File: config.mk
export PLATFORM = sky130hd
export DESIGN_NAME = mix_core_n
export DESIGN_NICKNAME = d
export VERILOG_FILES = /design/src/rtl/mix_core_n.sv
export SDC_FILE = /design/constraint.sdc
export NUM_CORES = 2
export LEC_CHECK = 0
export BUFFER_PORTS_ARGS = -buffer_cell sky130_fd_sc_hd__buf_2
export CAP_MARGIN = 30
export CORE_UTILIZATION = 65
export DETAILED_ROUTE_END_ITERATION = 10
export GPL_ROUTABILITY_DRIVEN = 0
export GPL_TIMING_DRIVEN = 0
export PLACE_DENSITY = 0.93
export SYNTH_ARGS = -nofsm -noshare
export SYNTH_HDL_FRONTEND = slang
export SYNTH_SLANG_ARGS = --single-unit
File: constraint.sdc
create_clock -name i_clk -period 14.9 [get_ports i_clk]
set_input_delay 0.745 -clock i_clk [delete_from_list [all_inputs] [get_ports i_clk]]
set_output_delay 0.745 -clock i_clk [all_outputs]
set_load 0.05 [all_outputs]
File: src/rtl/mix_core_n.sv
// Multi-source SDRAM audio mixer: reads NUM_SRC stereo tracks, applies a per-source
// gain, sums with saturation and stores the mix to SDRAM and/or streams it out.
module mix_core_n #(
  parameter int NUM_SRC = 4,
  parameter int ADDR_W  = 23,
  parameter int GAIN_W  = 8
) (
  input  logic                            i_clk,
  input  logic                            i_rst,
  input  logic                            mix_start,
  input  logic                            mix_abort,
  input  logic [(NUM_SRC+1)*ADDR_W-1:0]   mix_select,
  input  logic [ADDR_W-1:0]               mix_length,
  input  logic [NUM_SRC-1:0]              mix_enable,
  input  logic [NUM_SRC*GAIN_W-1:0]       mix_gain,
  input  logic [1:0]                      mix_mode,
  output logic                            mix_busy,
  output logic                            mix_done,
  output logic                            mix_read,
  output logic                            mix_write,
  output logic [ADDR_W-1:0]               mix_addr,
  output logic [31:0]                     mix_writedata,
  input  logic [31:0]                     mix_readdata,
  input  logic                            mix_sdram_finished,
  output logic                            play_audio_valid,
  output logic [31:0]                     play_audio_data,
  input  logic                            play_audio_ready
);

  localparam int SRC_W  = $clog2(NUM_SRC + 1);
  localparam int PROD_W = 16 + GAIN_W + 1;
  localparam int ACC_W  = 16 + GAIN_W + $clog2(NUM_SRC) + 1;
  localparam int SHIFT  = GAIN_W - 1;
  localparam logic signed [ACC_W-1:0] SAT_MAX = ACC_W'(32767);
  localparam logic signed [ACC_W-1:0] SAT_MIN = ACC_W'(-32768);

  typedef enum logic [2:0] {
    S_IDLE, S_CLR, S_READ, S_SAT, S_WRITE, S_PLAY, S_NEXT, S_DONE
  } state_t;

  state_t                          state_q;
  logic [(NUM_SRC+1)*ADDR_W-1:0]   sel_q;
  logic [ADDR_W-1:0]               len_q;
  logic [NUM_SRC-1:0]              en_q;
  logic [NUM_SRC*GAIN_W-1:0]       gain_q;
  logic [1:0]                      mode_q;
  logic [ADDR_W-1:0]               i_q;
  logic [SRC_W-1:0]                k_q;
  logic signed [ACC_W-1:0]         acc_l_q, acc_r_q;
  logic                            abort_q;
  logic                            busy_q, done_q, read_q, write_q, valid_q;
  logic [ADDR_W-1:0]               addr_q;
  logic [31:0]                     wdata_q, pdata_q;

  logic [SRC_W-1:0]                nxt_k;
  logic                            nxt_found;
  logic [GAIN_W-1:0]               gain_cur;
  logic signed [PROD_W-1:0]        samp_l, samp_r, gain_s, prod_l, prod_r;
  logic signed [ACC_W-1:0]         term_l, term_r;
  logic [31:0]                     mix_word;
  logic                            abort_now;
  logic [ADDR_W-1:0]               first_addr, cur_addr, dst_addr;

  function automatic logic [15:0] sat16(input logic signed [ACC_W-1:0] a);
    if (a > SAT_MAX) return 16'h7fff;
    if (a < SAT_MIN) return 16'h8000;
    return a[15:0];
  endfunction

  function automatic logic [ADDR_W-1:0] base_of(input logic [(NUM_SRC+1)*ADDR_W-1:0] sel,
                                                input logic [SRC_W-1:0] k);
    logic [ADDR_W-1:0] b;
    b = '0;
    for (int j = 0; j <= NUM_SRC; j++)
      if (int'(k) == j) b = sel[j*ADDR_W +: ADDR_W];
    return b;
  endfunction

  // Lowest enabled source above the current one; k_q == 0 means "none visited yet".
  always_comb begin
    // NOTE: every always_comb output gets a default first so no latch is inferred.
    nxt_k     = '0;
    nxt_found = 1'b0;
    for (int j = NUM_SRC; j >= 1; j--) begin
      if (en_q[j-1] && j > int'(k_q)) begin
        nxt_k     = SRC_W'(j);
        nxt_found = 1'b1;
      end
    end
  end

  always_comb begin
    gain_cur = '0;
    for (int j = 1; j <= NUM_SRC; j++)
      if (int'(k_q) == j) gain_cur = gain_q[(j-1)*GAIN_W +: GAIN_W];
  end

  assign samp_l   = PROD_W'($signed(mix_readdata[31:16]));
  assign samp_r   = PROD_W'($signed(mix_readdata[15:0]));
  assign gain_s   = PROD_W'({1'b0, gain_cur});
  assign prod_l   = samp_l * gain_s;
  assign prod_r   = samp_r * gain_s;
  assign term_l   = ACC_W'(prod_l >>> SHIFT);
  assign term_r   = ACC_W'(prod_r >>> SHIFT);
  assign mix_word = {sat16(acc_l_q), sat16(acc_r_q)};

  assign abort_now  = abort_q | mix_abort;
  assign first_addr = base_of(sel_q, nxt_k) + i_q;
  assign cur_addr   = base_of(sel_q, k_q) + i_q;
  assign dst_addr   = sel_q[ADDR_W-1:0] + i_q;

  // NOTE: sequential state uses non-blocking assignments only; the latched job
  // configuration is reset too so an idle core exposes no stale addresses.
  always_ff @(posedge i_clk or posedge i_rst) begin
    if (i_rst) begin
      state_q <= S_IDLE;
      sel_q   <= '0;
      len_q   <= '0;
      en_q    <= '0;
      gain_q  <= '0;
      mode_q  <= '0;
      i_q     <= '0;
      k_q     <= '0;
      acc_l_q <= '0;
      acc_r_q <= '0;
      abort_q <= 1'b0;
      busy_q  <= 1'b0;
      done_q  <= 1'b0;
      read_q  <= 1'b0;
      write_q <= 1'b0;
      valid_q <= 1'b0;
      addr_q  <= '0;
      wdata_q <= '0;
      pdata_q <= '0;
    end else begin
      done_q <= 1'b0;
      unique case (state_q)
        S_IDLE: begin
          if (mix_start) begin
            sel_q   <= mix_select;
            len_q   <= mix_length;
            en_q    <= mix_enable;
            gain_q  <= mix_gain;
            mode_q  <= (mix_mode == 2'b00) ? 2'b01 : mix_mode;
            i_q     <= '0;
            k_q     <= '0;
            abort_q <= 1'b0;
            busy_q  <= 1'b1;
            state_q <= S_CLR;
          end
        end
        S_CLR: begin
          if (abort_now) begin
            busy_q <= 1'b0; abort_q <= 1'b0; state_q <= S_IDLE;
          end else if (len_q == '0) begin
            busy_q <= 1'b0; done_q <= 1'b1; state_q <= S_DONE;
          end else begin
            acc_l_q <= '0;
            acc_r_q <= '0;
            k_q     <= nxt_k;
            if (nxt_found) begin
              read_q  <= 1'b1;
              addr_q  <= first_addr;
              state_q <= S_READ;
            end else begin
              state_q <= S_SAT;
            end
          end
        end
        S_READ: begin
          if (!read_q) begin
            // Gap cycle between two reads: no request is in flight here.
            if (abort_now) begin
              busy_q <= 1'b0; abort_q <= 1'b0; state_q <= S_IDLE;
            end else begin
              read_q <= 1'b1;
              addr_q <= cur_addr;
            end
          end else if (mix_sdram_finished) begin
            read_q  <= 1'b0;
            acc_l_q <= acc_l_q + term_l;
            acc_r_q <= acc_r_q + term_r;
            if (abort_now) begin
              busy_q <= 1'b0; abort_q <= 1'b0; state_q <= S_IDLE;
            end else if (nxt_found) begin
              k_q <= nxt_k;
            end else begin
              state_q <= S_SAT;
            end
          end else begin
            abort_q <= abort_now;
          end
        end
        S_SAT: begin
          wdata_q <= mix_word;
          pdata_q <= mix_word;
          if (abort_now) begin
            busy_q <= 1'b0; abort_q <= 1'b0; state_q <= S_IDLE;
          end else if (mode_q[0]) begin
            write_q <= 1'b1;
            addr_q  <= dst_addr;
            state_q <= S_WRITE;
          end else begin
            valid_q <= 1'b1;
            state_q <= S_PLAY;
          end
        end
        S_WRITE: begin
          if (mix_sdram_finished) begin
            write_q <= 1'b0;
            if (abort_now) begin
              busy_q <= 1'b0; abort_q <= 1'b0; state_q <= S_IDLE;
            end else if (mode_q[1]) begin
              valid_q <= 1'b1;
              state_q <= S_PLAY;
            end else begin
              state_q <= S_NEXT;
            end
          end else begin
            abort_q <= abort_now;
          end
        end
        S_PLAY: begin
          if (play_audio_ready) begin
            valid_q <= 1'b0;
            if (abort_now) begin
              busy_q <= 1'b0; abort_q <= 1'b0; state_q <= S_IDLE;
            end else begin
              state_q <= S_NEXT;
            end
          end else begin
            abort_q <= abort_now;
          end
        end
        S_NEXT: begin
          if (abort_now) begin
            busy_q <= 1'b0; abort_q <= 1'b0; state_q <= S_IDLE;
          end else begin
            k_q <= '0;
            i_q <= i_q + 1'b1;
            if ((i_q + 1'b1) == len_q) begin
              busy_q <= 1'b0; done_q <= 1'b1; state_q <= S_DONE;
            end else begin
              state_q <= S_CLR;
            end
          end
        end
        S_DONE: state_q <= S_IDLE;
        default: state_q <= S_IDLE;
      endcase
    end
  end

  assign mix_busy         = busy_q;
  assign mix_done         = done_q;
  assign mix_read         = read_q;
  assign mix_write        = write_q;
  assign mix_addr         = addr_q;
  assign mix_writedata    = wdata_q;
  assign play_audio_valid = valid_q;
  assign play_audio_data  = pdata_q;

endmodule

==> tab_implementation.tex <==
\begin{tabular}{lr}
\hline
Metric & Value \\
\hline
\multicolumn{2}{l}{\textbf{Global route}} \\
\quad Maximum number of pins on one net before global-route repair & about 140 \\
\quad Total congestion overflow after global routing & 0 \\
\quad Via count of the first global-routing pass & between 20000 and 30000 \\
\quad Number of antenna violations at the first check in global routing & 8 \\
\quad Wire length of the first global-routing pass & about 130000 um \\
\quad Total track usage & 0.389 \\
\multicolumn{2}{l}{\textbf{STA}} \\
\quad Final critical-path share of the clock period & 0.694 \\
\quad Final setup margin & around 4600 ps \\
\quad Slew of the pin with the lowest slew margin & $\sim$890 ps \\
\quad Top achievable clock speed & roughly 97 MHz \\
\quad Slew margin rel. & 0.408 \\
\quad Count of final setup violators & 0 \\
\quad Min cycle time layout & slightly above 10000 ps \\
\quad Setup TNS & 0 ps \\
\quad Max Transition Viols Final & 0 \\
\quad Final Hold Vio Count & 0 \\
\quad Clock tree skew after final layout & $\sim$36 ps \\
\quad Post-route worst hold slack & between 200 and 300 ps \\
\quad Setup repair after global routing missed its margin & no \\
\multicolumn{2}{l}{\textbf{Finish}} \\
\quad Final standard cell count with taps included and fillers excluded & 3879 \\
\quad Area growth from synthesis to layout & 12.8\% \\
\quad Share of post-route cells with drive strength above 1 & 0.197 \\
\quad Area taken by flip-flops and latches & roughly 8000 um2 \\
\quad \# fillers & between 2000 and 3000 \\
\quad Nets & 3894 \\
\quad Multi-input logic area & 17900 um2 \\
\multicolumn{2}{l}{\textbf{Synth}} \\
\quad Syn Nets & roughly 3500 \\
\quad Mean instance size in the synthesized netlist & 9.38 um2 \\
\quad Ranking of synthesized cells by instance count & 320 x dfrtp\_1, 319 x inv\_1, 297 x nand2\_1 \\
\quad Flip-flop and latch count after synthesis & between 300 and 400 \\
\quad Cell with the most instances after synthesis & dfrtp\_1 \\
\quad Sequential cell area fraction in the yosys report & 0.288 \\
\quad Cell area after synthesis & $\sim$28000 um2 \\
\quad Cell type with the highest aggregate area in the netlist & dfrtp\_1 \\
\quad EDFF count, synth & 0 \\
\quad Top\_reg\_cell synth & dfrtp\_1 \\
\quad Count of unique library cells instantiated by Yosys & 83 \\
\quad Top cells by area in the synthesized netlist & dfrtp\_1 29\%, fa\_1 15\%, mux2\_2 8.3\%, ha\_1 7.5\%, inv\_1 4.3\% \\
\quad Synth warn & 0 \\
\quad Fraction of synthesis flops using an asynchronous set or reset pin & 1.00 \\
\quad Area share of the leading cell type in the synthesized netlist & 0.288 \\
\quad Gate count after technology mapping & between 2000 and 3000 \\
\multicolumn{2}{l}{\textbf{Placed design}} \\
\quad Instance count after placement with tap cells included & around 3800 \\
\quad Post-Place Setup Slack & 4810 ps \\
\quad Half-perimeter wire length after placement & 63300 um \\
\quad Port Buf Inserts & 305 \\
\multicolumn{2}{l}{\textbf{Clocking}} \\
\quad Number of buffers created by CTS & 34 \\
\quad Number of H-tree branching levels & 2 \\
\quad Number of cells upsized or downsized after cts & 0 \\
\quad Max Buffers Root-to-Sink & 3 \\
\quad Number of hold-repair buffers added at the cts stage & 0 \\
\quad Clk Tree Root Cell & clkbuf\_16 \\
\quad Clock input transition at the sequential cells of the worst setup and hold paths & about 70 ps \\
\quad CTS tree & yes \\
\quad Worst-Skew Late Latency & 570 ps \\
\quad Number of setup buffers added after CTS & 0 \\
\quad CTS sink count & 320 \\
\multicolumn{2}{l}{\textbf{Route}} \\
\quad Vias after detailed routing & 24900 \\
\quad Detailed Routing Iterations Pass 1 & 9 \\
\quad Routed len/inst & roughly 22 um \\
\quad DRT Wirelength & about 85000 um \\
\quad Final antenna-violating net count & 0 \\
\quad Avg Vias per Cell & 6.43 \\
\quad Initial DRC count & approximately 3400 \\
\quad DRC violation count after routing & 0 \\
\multicolumn{2}{l}{\textbf{Setup path}} \\
\quad Most Frequent Cell on Critical Path & inv\_1 \\
\quad Crit path required time & about 15000 ps \\
\quad Critical path class & reg2reg \\
\quad Largest fanout of any net on the critical path & 10 \\
\quad Stage delay of the slowest cell on the critical path & about 660 ps \\
\quad Critical path capture point type & flip-flop \\
\quad Crit path max-delay cell type & clkbuf\_1 \\
\quad CP startpoint kind & flip-flop \\
\quad Critical Path AT & roughly 11000 ps \\
\multicolumn{2}{l}{\textbf{Run}} \\
\quad Maxcap violations & 0 \\
\multicolumn{2}{l}{\textbf{Hold path}} \\
\quad Class of the most critical hold timing path & in2async \\
\multicolumn{2}{l}{\textbf{Floorplanning}} \\
\quad Number of standard-cell rows in the floorplan & 75 \\
\quad Core Region & 42000 um2 \\
\quad Die H & around 210 um \\
\quad Die Width & approximately 210 um \\
\quad Initial cell density of the core & 0.661 \\
\quad DIE AREA & 43600 um2 \\
\quad I/O pin cnt & $\sim$310 \\
\multicolumn{2}{l}{\textbf{Run status}} \\
\quad Outcome & finished clean \\
\hline
\end{tabular}
==> metrics by stage <==
stage / util / cell area, um2
2_1_floorplan: - / 27800
3_3_place_gp: 0.714 / 30000
3_5_place_dp: 0.715 / 30100
4_1_cts: 0.745 / 31300
5_1_grt: 0.746 / 31400
6_report: 0.746 / 31400
==> flip-flops by register name, summed over array words and instances (netlist names), 3 cells and up <==
name	count
sel_q	115
gain_q	32
play_audio_data	32
acc_l_q	27
acc_r_q	27
i_q	23
len_q	23
mix_addr	23
en_q	4
k_q	3
state_q	3
==> worst max-delay path: cells and delay by family (launching register included) <==
kind                     cells  cell delay (ps)
AND/OR/NAND/NOR              6              710
XOR/XNOR                     2              440
buffers and inverters        7             1670
flip-flops                   1              490
multiplexers                 1              440
AO/OA/AOI/OAI               16             3890
adder cells (fa/ha/maj)      6             2580
==> final timing paths <==
path	cells after the start	slack, ps	start	end
setup / recovery	38	4550	k_q[1]$_DFFE_PP0P_	acc_r_q[26]$_DFFE_PP0P_
hold / removal	2	250	i_rst	mix_addr[10]$_DFFE_PP0P_
setup reg to reg	38	4550	k_q[1]$_DFFE_PP0P_	acc_r_q[26]$_DFFE_PP0P_
hold reg to reg	2	480	mix_addr[10]$_DFFE_PP0P_	mix_addr[10]$_DFFE_PP0P_
max in group asynchronous	3	13570	i_rst	sel_q[17]$_DFFE_PP0P_
min in group i_clk	2	410	mix_select[55]	sel_q[55]$_DFFE_PP0P_
==> cells in the final DEF (no fill, tap or decap), drive strengths merged, types with 32 or more instances in the layout <==
cell type	instances
mux2	205
and3	32
clkbuf	151
a31oi	34
a21oi	157
and2	87
inv	321
o21ai	240
xnor2	87
nor2b	76
nand2	297
fa	205
dfrtp	320
buf	361
nand3	35
xor2	50
a21o	54
nor2	146
ha	167
==> final cells by class <==
type | instances | share of cell area
clock buffers | 44 | 0.0309
diodes | 6 | 0.000479
plain buffers | 159 | 0.0235
well taps | 539 | 0.0215
flip-flops and latches | 320 | 0.255
inverters | 320 | 0.0385
multi-input cells | 2164 | 0.569
clock inverters | 18 | 0.00930
repair buffers | 309 | 0.0512
==> per-layer routing <==
| layer | vias to the layer above | part of all wire | GRT usage |
|---|---|---|---|
| met5 | - | 0.00012 | 0 |
| met4 | 2 | 0.067 | 0.228 |
| met3 | 482 | 0.12 | 0.105 |
| met2 | 1798 | 0.46 | 0.616 |
| met1 | 11900 | 0.36 | 0.480 |
| li1 | 10700 | - | - |
==> cells by family (layout without fill, tap and decap cells) <==
group / Yosys count / count (layout) / share of synthesized area
buffers and inverters: 479 / 850 / 0.0697
DFF: 320 / 320 / 0.288
other: 0 / 6 / 0
muxes: 217 / 217 / 0.0919
adders and majority gates: 372 / 372 / 0.223
AOI/OAI and AO/OA: 661 / 661 / 0.148
and+or+nand+nor: 777 / 777 / 0.136
xor gates and xnor gates: 137 / 137 / 0.0434
Power is not shown: default switching activity piles up to over one toggle a cycle in this logic, so the estimate is an artifact.
